--- src/rtl/result_mem_if_if.sv ---
// Bundle for the write-back stage: the two MAC result streams coming in
// and the BRAM write port going out.
//   res0_valid/res0 : column-0 accumulator stream
//   res1_valid/res1 : column-1 accumulator stream
//   bram_addr/en/we/din : single write port towards the output BRAM
// The write-back block masters the BRAM port, so it takes the master view;
// the stream producers and the memory side take the slave view.
interface result_mem_if_if #(
    parameter int ACC_W  = 32,
    parameter int BRAM_W = 64,
    parameter int AW     = 8
);
    logic              res0_valid;
    logic [ACC_W-1:0]  res0;
    logic              res1_valid;
    logic [ACC_W-1:0]  res1;
    logic [AW-1:0]     bram_addr;
    logic              bram_en;
    logic              bram_we;
    logic [BRAM_W-1:0] bram_din;

    modport master (
        input  res0_valid, res0, res1_valid, res1,
        output bram_addr, bram_en, bram_we, bram_din
    );

    modport slave (
        output res0_valid, res0, res1_valid, res1,
        input  bram_addr, bram_en, bram_we, bram_din
    );
endinterface

--- src/rtl/result_mem_if.sv ---
// Write-back stage behind the MAC row. Requantizes two accumulator streams
// (round-half-up, arithmetic shift, saturate to DATA_W), packs WPR words per
// BRAM row and writes each completed row to the output BRAM in column-major
// order: column 0 rows first, column 1 rows RPC rows later.
// Ports:
//   clk, rst_n     : clock, asynchronous active-low reset
//   start          : arms a job (sampled only when idle)
//   base_addr      : first BRAM row of the job, latched on start
//   bus (master)   : result streams in, BRAM write port out
//   busy, done     : job in progress / one-cycle completion pulse
//   sat_cnt        : clamped words in the current job, sticks at 255
//   ovf_err        : sticky, a result arrived after its column was full
module result_mem_if #(
    parameter int N         = 4,
    parameter int DATA_W    = 16,
    parameter int ACC_W     = 32,
    parameter int SHIFT     = 8,
    parameter int BRAM_W    = 64,
    parameter int MEM_DEPTH = 256,
    localparam int AW       = $clog2(MEM_DEPTH)
) (
    input  logic                  clk,
    input  logic                  rst_n,
    input  logic                  start,
    input  logic [AW-1:0]         base_addr,
    result_mem_if_if.master       bus,
    output logic                  busy,
    output logic                  done,
    output logic [7:0]            sat_cnt,
    output logic                  ovf_err
);
    localparam int WPR = BRAM_W / DATA_W;
    localparam int RPC = N / WPR;
    localparam int CW  = $clog2(N + 1);
    localparam int WB  = (WPR > 1) ? $clog2(WPR) : 1;

    // Requantization constants, all at ACC_W+1 bits so the rounding add is exact.
    localparam logic signed [ACC_W:0] RND   = (ACC_W+1)'(64'sd1 <<< (SHIFT - 1));
    localparam logic signed [ACC_W:0] MAX_T = (ACC_W+1)'((64'sd1 <<< (DATA_W - 1)) - 64'sd1);
    localparam logic signed [ACC_W:0] MIN_T = (ACC_W+1)'(-(64'sd1 <<< (DATA_W - 1)));
    localparam logic [DATA_W-1:0]     MAX_W = {1'b0, {(DATA_W-1){1'b1}}};
    localparam logic [DATA_W-1:0]     MIN_W = {1'b1, {(DATA_W-1){1'b0}}};

    typedef enum logic [1:0] {IDLE, COLLECT, FINISH} state_t;

    // Returns {clamped, word}.
    function automatic logic [DATA_W:0] requant(input logic [ACC_W-1:0] r);
        logic signed [ACC_W:0] ext;
        logic signed [ACC_W:0] t;
        logic [DATA_W:0]       res;
        ext = $signed({r[ACC_W-1], r});
        t   = (ext + RND) >>> SHIFT;
        if (t > MAX_T) begin
            res = {1'b1, MAX_W};
        end else if (t < MIN_T) begin
            res = {1'b1, MIN_W};
        end else begin
            res = {1'b0, t[DATA_W-1:0]};
        end
        return res;
    endfunction

    state_t            state_r, state_s;
    logic [AW-1:0]     base_r, base_s;
    logic [CW-1:0]     cnt0_r, cnt0_s, cnt1_r, cnt1_s;
    logic [BRAM_W-1:0] pack0_r, pack0_s, pack1_r, pack1_s;
    logic              pend1_r, pend1_s;
    logic [BRAM_W-1:0] pend1_row_r, pend1_row_s;
    logic [AW-1:0]     pend1_addr_r, pend1_addr_s;
    logic              we_r, we_s;
    logic [AW-1:0]     addr_r, addr_s;
    logic [BRAM_W-1:0] din_r, din_s;
    logic              busy_r, busy_s;
    logic              done_r, done_s;
    logic [7:0]        sat_r, sat_s;
    logic              ovf_r, ovf_s;

    logic              acc0_s, acc1_s, full0_s, full1_s;
    logic [DATA_W:0]   q0_s, q1_s;
    logic [WB-1:0]     slot0_s, slot1_s;
    logic [AW-1:0]     row0_addr_s, row1_addr_s;
    logic [8:0]        sat_sum_s;

    // Next-state, packing, arbitration and status logic.
    always_comb begin
        state_s      = state_r;
        base_s       = base_r;
        cnt0_s       = cnt0_r;
        cnt1_s       = cnt1_r;
        pack0_s      = pack0_r;
        pack1_s      = pack1_r;
        pend1_s      = pend1_r;
        pend1_row_s  = pend1_row_r;
        pend1_addr_s = pend1_addr_r;
        we_s         = 1'b0;
        addr_s       = addr_r;
        din_s        = din_r;
        busy_s       = busy_r;
        done_s       = 1'b0;
        sat_s        = sat_r;
        ovf_s        = ovf_r;

        q0_s        = requant(bus.res0);
        q1_s        = requant(bus.res1);
        slot0_s     = cnt0_r[WB-1:0];
        slot1_s     = cnt1_r[WB-1:0];
        acc0_s      = (state_r == COLLECT) && bus.res0_valid && (cnt0_r < CW'(N));
        acc1_s      = (state_r == COLLECT) && bus.res1_valid && (cnt1_r < CW'(N));
        full0_s     = acc0_s && (slot0_s == WB'(WPR - 1));
        full1_s     = acc1_s && (slot1_s == WB'(WPR - 1));
        row0_addr_s = base_r + AW'(cnt0_r >> WB);
        row1_addr_s = base_r + AW'(RPC) + AW'(cnt1_r >> WB);
        sat_sum_s   = {1'b0, sat_r} + {8'd0, acc0_s & q0_s[DATA_W]}
                                    + {8'd0, acc1_s & q1_s[DATA_W]};

        case (state_r)
            IDLE: begin
                if (start) begin
                    base_s  = base_addr;
                    cnt0_s  = '0;
                    cnt1_s  = '0;
                    pack0_s = '0;
                    pack1_s = '0;
                    pend1_s = 1'b0;
                    sat_s   = 8'd0;
                    ovf_s   = 1'b0;
                    busy_s  = 1'b1;
                    state_s = COLLECT;
                end else begin
                    state_s = IDLE;
                end
            end
            COLLECT: begin
                if (acc0_s) begin
                    pack0_s[int'(slot0_s)*DATA_W +: DATA_W] = q0_s[DATA_W-1:0];
                    cnt0_s = cnt0_r + CW'(1);
                end else if ((cnt0_r == CW'(N)) && bus.res0_valid) begin
                    ovf_s = 1'b1;
                end else begin
                    cnt0_s = cnt0_r;
                end
                if (acc1_s) begin
                    pack1_s[int'(slot1_s)*DATA_W +: DATA_W] = q1_s[DATA_W-1:0];
                    cnt1_s = cnt1_r + CW'(1);
                end else if ((cnt1_r == CW'(N)) && bus.res1_valid) begin
                    ovf_s = 1'b1;
                end else begin
                    cnt1_s = cnt1_r;
                end
                sat_s = (sat_sum_s > 9'd255) ? 8'd255 : sat_sum_s[7:0];

                // Column 0 always writes the cycle after its row fills; a column-1
                // row that loses arbitration waits one cycle in the pending slot.
                if (full0_s) begin
                    we_s   = 1'b1;
                    addr_s = row0_addr_s;
                    din_s  = pack0_s;
                    if (full1_s) begin
                        pend1_s      = 1'b1;
                        pend1_row_s  = pack1_s;
                        pend1_addr_s = row1_addr_s;
                    end else begin
                        pend1_s = pend1_r;
                    end
                end else if (pend1_r) begin
                    we_s   = 1'b1;
                    addr_s = pend1_addr_r;
                    din_s  = pend1_row_r;
                    if (full1_s) begin
                        pend1_row_s  = pack1_s;
                        pend1_addr_s = row1_addr_s;
                    end else begin
                        pend1_s = 1'b0;
                    end
                end else if (full1_s) begin
                    we_s   = 1'b1;
                    addr_s = row1_addr_s;
                    din_s  = pack1_s;
                end else begin
                    we_s = 1'b0;
                end

                // Leave while the last row write is on the port, so done lands
                // exactly one cycle after it.
                if ((cnt0_r == CW'(N)) && (cnt1_r == CW'(N)) && !pend1_r && !we_s) begin
                    state_s = FINISH;
                    done_s  = 1'b1;
                    busy_s  = 1'b0;
                end else begin
                    state_s = COLLECT;
                end
            end
            FINISH: begin
                state_s = IDLE;
            end
            default: begin
                state_s = IDLE;
                busy_s  = 1'b0;
            end
        endcase
    end

    // State register.
    always_ff @(posedge clk or negedge rst_n) begin
        if (!rst_n) begin
            state_r <= IDLE;
        end else begin
            state_r <= state_s;
        end
    end

    // Datapath, write port and status registers.
    always_ff @(posedge clk or negedge rst_n) begin
        if (!rst_n) begin
            base_r       <= '0;
            cnt0_r       <= '0;
            cnt1_r       <= '0;
            pack0_r      <= '0;
            pack1_r      <= '0;
            pend1_r      <= 1'b0;
            pend1_row_r  <= '0;
            pend1_addr_r <= '0;
            we_r         <= 1'b0;
            addr_r       <= '0;
            din_r        <= '0;
            busy_r       <= 1'b0;
            done_r       <= 1'b0;
            sat_r        <= 8'd0;
            ovf_r        <= 1'b0;
        end else begin
            base_r       <= base_s;
            cnt0_r       <= cnt0_s;
            cnt1_r       <= cnt1_s;
            pack0_r      <= pack0_s;
            pack1_r      <= pack1_s;
            pend1_r      <= pend1_s;
            pend1_row_r  <= pend1_row_s;
            pend1_addr_r <= pend1_addr_s;
            we_r         <= we_s;
            addr_r       <= addr_s;
            din_r        <= din_s;
            busy_r       <= busy_s;
            done_r       <= done_s;
            sat_r        <= sat_s;
            ovf_r        <= ovf_s;
        end
    end

    assign bus.bram_we   = we_r;
    assign bus.bram_en   = we_r;
    assign bus.bram_addr = addr_r;
    assign bus.bram_din  = din_r;
    assign busy          = busy_r;
    assign done          = done_r;
    assign sat_cnt       = sat_r;
    assign ovf_err       = ovf_r;
endmodule

--- src/flat_wrapper.sv ---
// flat-port wrapper written by rule: the top's interface ports become plain ports
module result_mem_if_flat 
#(
    parameter int N         = 4,
    parameter int DATA_W    = 16,
    parameter int ACC_W     = 32,
    parameter int SHIFT     = 8,
    parameter int BRAM_W    = 64,
    parameter int MEM_DEPTH = 256,
    localparam int AW       = $clog2(MEM_DEPTH)
)
  (clk, rst_n, start, base_addr, busy, done, sat_cnt, ovf_err, bus_res0_valid, bus_res0, bus_res1_valid, bus_res1, bus_bram_addr, bus_bram_en, bus_bram_we, bus_bram_din);
  result_mem_if_if #(.ACC_W(ACC_W), .BRAM_W(BRAM_W), .AW((8))) bus_i ();
  input  logic clk;
  input  logic rst_n;
  input  logic start;
  input  logic [AW-1:0] base_addr;
  output logic busy;
  output logic done;
  output logic [7:0] sat_cnt;
  output logic ovf_err;
  input wire logic [$bits(bus_i.res0_valid)-1:0] bus_res0_valid;
  input wire logic [$bits(bus_i.res0)-1:0] bus_res0;
  input wire logic [$bits(bus_i.res1_valid)-1:0] bus_res1_valid;
  input wire logic [$bits(bus_i.res1)-1:0] bus_res1;
  output wire logic [$bits(bus_i.bram_addr)-1:0] bus_bram_addr;
  output wire logic [$bits(bus_i.bram_en)-1:0] bus_bram_en;
  output wire logic [$bits(bus_i.bram_we)-1:0] bus_bram_we;
  output wire logic [$bits(bus_i.bram_din)-1:0] bus_bram_din;
  assign bus_i.res0_valid = bus_res0_valid;
  assign bus_i.res0 = bus_res0;
  assign bus_i.res1_valid = bus_res1_valid;
  assign bus_i.res1 = bus_res1;
  assign bus_bram_addr = bus_i.bram_addr;
  assign bus_bram_en = bus_i.bram_en;
  assign bus_bram_we = bus_i.bram_we;
  assign bus_bram_din = bus_i.bram_din;
  result_mem_if #(.N(N), .DATA_W(DATA_W), .ACC_W(ACC_W), .SHIFT(SHIFT), .BRAM_W(BRAM_W), .MEM_DEPTH(MEM_DEPTH)) u_core (.clk(clk), .rst_n(rst_n), .start(start), .base_addr(base_addr), .bus(bus_i), .busy(busy), .done(done), .sat_cnt(sat_cnt), .ovf_err(ovf_err));
endmodule
--- config.mk ---
export PLATFORM = sky130hd
export DESIGN_NAME = result_mem_if_flat
export DESIGN_NICKNAME = d
export VERILOG_FILES = /design/src/rtl/result_mem_if_if.sv /design/src/rtl/result_mem_if.sv /design/src/flat_wrapper.sv
export SDC_FILE = /design/constraint.sdc
export NUM_CORES = 1
export LEC_CHECK = 0
export ABC_AREA = 1
export CORE_ASPECT_RATIO = 0.8
export CORE_MARGIN = 4
export CORE_UTILIZATION = 45
export DETAILED_ROUTE_END_ITERATION = 16
export PLACE_DENSITY = 0.68
export SLEW_MARGIN = 20
export SYNTH_ARGS = -nofsm -noshare
export SYNTH_HDL_FRONTEND = slang
export SYNTH_SLANG_ARGS = --single-unit
export TNS_END_PERCENT = 10
--- constraint.sdc ---
create_clock -name clk -period 2.6 [get_ports clk]
set_input_delay 0.26 -clock clk [delete_from_list [all_inputs] [get_ports clk]]
set_output_delay 0.26 -clock clk [all_outputs]
set_load 0.02 [all_outputs]
==> results.toml, run 1 <==
[logic_synthesis]
synthAdderAreaFrac = 0.0152
synth-simple-area-share = 0.295
synth_edf_count = 0
yosysUniqueCellTypes = 45
yosysSeqAreaShare = 0.445
syn_avg_cell_area_sq_um = 7.33
synth_commonest_cells = "819 x nand2_1, 301 x dfrtp_1, 219 x inv_1"
syn_inst = 2309
synthMuxAreaShare = 0
synth_xor_area_frac = 0.0181
synth_top_family_by_area = "simple AND/OR/NAND/NOR gates"
ys_warn_count = 0
syn_area_sq_um = 16900
ys_seq_elements = 301
async_reset_ff_frac = 1.00
synth_compound_area_frac = 0.144
syn-num-nets = 2406
synth_top_area_share = 0.445
yosys-top-cells-area = "dfrtp_1 45%, nand2_1 18%, o21ai_0 6.0%"
synth_ff_type = "dfrtp_1"
yosys.area.top_type = "dfrtp_1"
synth.most_common_cell = "nand2_1"

[run]
maxCapViolations = 0

[floorplan]
die_area_sq_um = 40800
rows = 63
pin_count = 162
die_h_um = 181
die_w_um = 225
start_util = 0.456
core_sq_um = 37100

[final_layout]
seqCellArea_sq_um = 7530
drive_gt1_frac = 0.195
n_antenna_cell = 0
multi_input_area_sq_um = 8570
nets = 2703
fillers = 3317
fin_cells = 3116
syn2layout_area_growth_pct = 29.9

[setup_path]
path_max_fanout = 5
r2r_start = "u_core.state_r[1]"
cp-end-kind = "register"
path_class = "in2reg"
worst-path-stages = 28
critical_path_arrival_ps = 3130
rrSetupSlack_ps = 120
critPathTopFamily = "simple AND/OR/NAND/NOR gates"
cp.required_ps = 3090
crit_start = "bus_res0[9]"
path_buf_inv = 6
r2r-end = "u_core.sat_cnt[6]"
start_kind = "input port"
rr_worst_depth = 18
slowest_delay_ps = 340
crit_path_top_delay_cell = "fa_2"
crit_end = "u_core.sat_cnt[6]"

[timing]
fin_skew_ps = 20.7
slew-limit-headroom = 0.534
fin_crit_ps = 2640
hold_ws_ps = 184
tightest_slew_ps = 698
rsz0062_at_grt = "yes"
maxSlewViolCount = 0
finalHoldViolCount = 0
fin_ws_ps = -43.2
finalCritPeriodShare = 1.02
fmax_mhz = 378
setup_viol = 4

[power_and_ir_drop]
leakagePower_uw = 0.0111
p_per_area_nw_per_um2 = 976
total_power_uw = 21500
peakVddDrop_uv = 639

[clock_tree]
cts_tree = "built"
cts.sink_count = 301
clkLatencyLatePin_ps = 580
clock_path_buffers = 3
cts_buffers = 31
root_buffer = "clkbuf_16"
htreeDepth = 1
clk_pin_slew_ps = 60

[placed_design]
dp.cells = 3037
dp_hpwl_mm = 38.5
place.gp.congestion = 0.891
portBuffers = 147

[global_routing]
first_global_vias = 16600
grt_max_degree = 122
grt_usage = 0.268
grt_overflow = 0
grt_pass1_wl_mm = 89.1
antenna_found_initial = 0

[outcome]
violations = "setup timing"
outcome = "complete, but fails checks"

[hold_path]
hold_path_class = "in2async"

[routing]
ant_nets = 0
wl_per_cell_um = 17.9
drtPass1Iterations = 5
dr_total_vias = 17000
drcViolationCount = 0
drt_iter0_markers = 1477
drt-total-wl_mm = 55.8
via_per_inst = 5.45
placed cells by master (no fill, tap or decap), drive strengths merged:
cell type        n
o211ai          14
o21ai          220
nor2           129
nor4             2
xnor2            7
o32ai            2
clkdlybuf4s15    1
dlygate4sd2      7
fa               1
a22oi            8
o31ai            1
dlygate4sd3      1
clkinv          10
nand2          838
dfrtp          301
clkbuf          48
and2             1
o22ai            7
a21oi           49
o21bai          10
xor2            28
buf            281
a31oi           21
o221ai           1
nand3          140
nand3b           4
nand4           66
clkdlybuf4s50   97
inv            224
nor3            13
a21o            20
a32o             1
a22o            52
bufinv           5
ha              19
cell families (layout without fill, tap and decap cells):
family	after synthesis	in the layout
simple gates	1193	1193
compound gates	406	406
buf+inv	354	674
flops	301	301
xor+xnor	35	35
fa+ha+maj	20	20
where the power goes:
part | internal, uW | switching [uW]
Combinational | 3500 | 6190
Sequential | 6150 | 849
Clock | 2840 | 1930
Total | 12500 | 8970
how the worst min path moves through the flow:
| stage | from | to |
|---|---|---|
| 2_1_floorplan | rst_n | u_core.base_r[0] |
| 3_3_place_gp | rst_n | u_core.pend1_row_r[25] |
| 3_5_place_dp | rst_n | u_core.pend1_row_r[25] |
| 4_1_cts | rst_n | u_core.pend1_row_r[51] |
| 5_1_grt | rst_n | u_core.pend1_row_r[51] |
| 6_report | rst_n | u_core.pend1_row_r[25] |
registers in the layout, summed over array words and instances, names as in the netlist, 2 cells and up:
register              flops
u_core.cnt0_r             3
u_core.pend1_row_r       64
u_core.cnt1_r             3
u_core.pack1_r           64
u_core.base_r             8
u_core.state_r            2
u_core.pend1_addr_r       8
u_core.bus.bram_din      64
u_core.sat_cnt            8
u_core.bus.bram_addr      8
u_core.pack0_r           64
per-layer routing:
metal,part of all wire,global-route usage,vias up
met3,0.087,0.0558,105
met1,0.44,0.383,8092
met5,0,0,-
met4,0.030,0.0791,0
li1,-,-,8079
met2,0.45,0.415,698
through the flow:
step	setup WS (ps)	util	TNS, ps	instance area [sq um]
2_1_floorplan	-493	-	-3590	17000
3_3_place_gp	-1210	0.549	-122290	20400
3_5_place_dp	-1310	0.549	-129200	20400
4_1_cts	16.4	0.588	0	21800
5_1_grt	-232	0.592	-1590	22000
6_report	-43.2	0.592	-73.8	22000
layout make-up:
| class | count | area share |
|---|---|---|
| clock inverters | 15 | 0.00927 |
| inverters | 224 | 0.0382 |
| multi-input cells | 1654 | 0.390 |
| clock buffers | 41 | 0.0397 |
| well taps | 487 | 0.0277 |
| repair buffers | 394 | 0.153 |
| flip-flops and latches | 301 | 0.343 |
worst register-to-register path, stage by stage, from the launching register on:
cell and delay [ps]:
dfrtp_1 410, nor2_4 160, nand3_1 120, inv_2 80, nand2_2 60, fa_2 360, inv_2 70, ha_4 130
nand2_2 40, nor2_2 90, inv_2 60, nor2_4 100, nand2_2 90, buf_4 150, buf_4 120, buf_4 120
nand2_1 60, a21oi_2 60, o22ai_1 100
timing repair:
action                                  in CTS  in global routing
endpoints found under the hold margin       44                  0
pin swaps                                   73                 53
resized for setup                          268                 80
hold buffers                                 1                  0
endpoints found under the setup margin      67                 11
setup buffers                               18                  5
(Power assumes the default switching activity.)
==> run 2: changes to the inputs <==
- ABC_CLOCK_PERIOD_IN_PS: default -> 2600
- CORE_UTILIZATION: 45 -> 40
- PLACE_DENSITY: 0.68 -> default
==> results.toml, run 2 (synthesized netlist as in run 1, its figures left out) <==
[floorplan]
start_util = 0.405
die_h_um = 192
pin_count = 162
die_w_um = 238
rows = 67
die_area_sq_um = 45700
core_sq_um = 41800

[final_layout]
syn2layout_area_growth_pct = 32.1
drive_gt1_frac = 0.204
n_antenna_cell = 0
fin_cells = 3206
mostFrequentLayoutCell = "nand2_1"
fillers = 3945
final_cell_mix = "758 x nand2_1, 301 x dfrtp_1, 253 x buf_4"
fin_util = 0.535
nets = 2730

[clock_tree]
cts_buffers = 34
root_buffer = "clkbuf_16"
clock_path_buffers = 3
cts_tree = "built"
clk_pin_slew_ps = 60
clkLatencyLatePin_ps = 530
cts.sink_count = 301
htreeDepth = 2

[power_and_ir_drop]
p_per_area_nw_per_um2 = 965
leakagePower_uw = 0.0113
peakVddDrop_uv = 608
total_power_uw = 21600

[timing]
tightest_slew_ps = 598
setup_viol = 0
slew-limit-headroom = 0.601
finalCritPeriodShare = 0.998
hold_ws_ps = 269
maxSlewViolCount = 0
fin_skew_ps = 27.0
fin_crit_ps = 2600
fin_tns_setup_ps = 0
rsz0062_at_grt = "yes"
fmax_mhz = 385
finalHoldViolCount = 0

[global_routing]
grt_overflow = 0
grt_max_degree = 79
grt_pass1_wl_mm = 92.6
first_global_vias = 16600
antenna_found_initial = 0
grt_usage = 0.254

[placed_design]
portBuffers = 147
place.gp.congestion = 0.869
dp.cells = 3116
dp_hpwl_mm = 40.1

[setup_path]
crit_path_top_delay_cell = "fa_2"
critical_path_arrival_ps = 3050
path_max_fanout = 5
cp-end-kind = "register"
path_class = "in2reg"
slowest_delay_ps = 340
rr_worst_depth = 18
start_kind = "input port"
cp.required_ps = 3050
cpMostUsedCell = "nand2_2"

[run]
maxCapViolations = 0

[routing]
ant_nets = 0
drt_iter0_markers = 1616
wl_per_cell_um = 18.1
drcViolationCount = 0
dr_total_vias = 16900
drt-total-wl_mm = 58.1
via_per_inst = 5.28
drtPass1Iterations = 6

[hold_path]
hold_path_class = "in2reg"
holdPathStages = 3

[outcome]
outcome = "complete, no violations"
run 2: changes by cell type in the layout (fill, tap and decap cells not counted), sizes merged:
cell / previous run / this run
clkinv: 10 / 11
bufinv: 5 / 2
dlygate4sd2: 7 / 4
buf: 281 / 308
dlymetal6s2s: 0 / 1
clkbuf: 48 / 50
run 2: layer usage:
metal,share of wire,vias up,GRT usage
li1,-,8126,-
met1,0.47,8080,0.385
met2,0.43,621,0.375
met3,0.069,99,0.0426
met4,0.030,0,0.0754
met5,0,-,0
run 2: area by class of cell:
class,instances,area (sq um),share of cell area
multi-input cells,1654,8640,0.386
flip-flops and latches,301,7530,0.337
repair buffers,418,3610,0.161
clock buffers,44,930,0.0416
inverters,224,841,0.0376
well taps,552,691,0.0309
clock inverters,13,119,0.00531
run 2: where the power goes:
group | switching (uW) | leakage [uW] | total (uW) | internal [uW]
Sequential | 822 | 0.00393 | 6970 | 6150
Combinational | 6320 | 0.00680 | 9930 | 3610
Clock | 1970 | 0.000526 | 4690 | 2720
run 2: critical path: cells and delay by family:
kind / cells / cell delay, ps
fa+ha+maj: 3 / 600
buf+inv: 6 / 430
compound gates: 2 / 140
simple gates: 18 / 1600
run 2: stage by stage:
stage / instance area, sq um / setup WS (ps)
floorplan: 17000 / -493
global placement: 20600 / -1300
detailed placement: 20600 / -1380
CTS: 22100 / -0.351
global route: 22400 / -233
finish: 22400 / 4.07
run 2: path summary, 6_finish.rpt:
path,to,from,slack [ps]
setup / recovery,u_core.sat_cnt[1],bus_res0[8],4
hold / removal,u_core.base_r[1],base_addr[1],270
setup reg to reg,u_core.sat_cnt[1],u_core.state_r[1],150
hold reg to reg,u_core.bus.bram_din[26],u_core.bus.bram_din[26],470
max in group asynchronous,u_core.pack0_r[19],rst_n,1500
min in group asynchronous,u_core.bus.bram_din[25],rst_n,310
run 2: what timing repair did:
action | 4_1_cts | 5_1_grt
hold buffers | 1 | 0
pin swaps | 80 | 60
endpoints found under the setup margin | 106 | 34
hold endpoints to repair | 55 | 0
buffers inserted | 25 | 7
gates resized for setup | 308 | 79
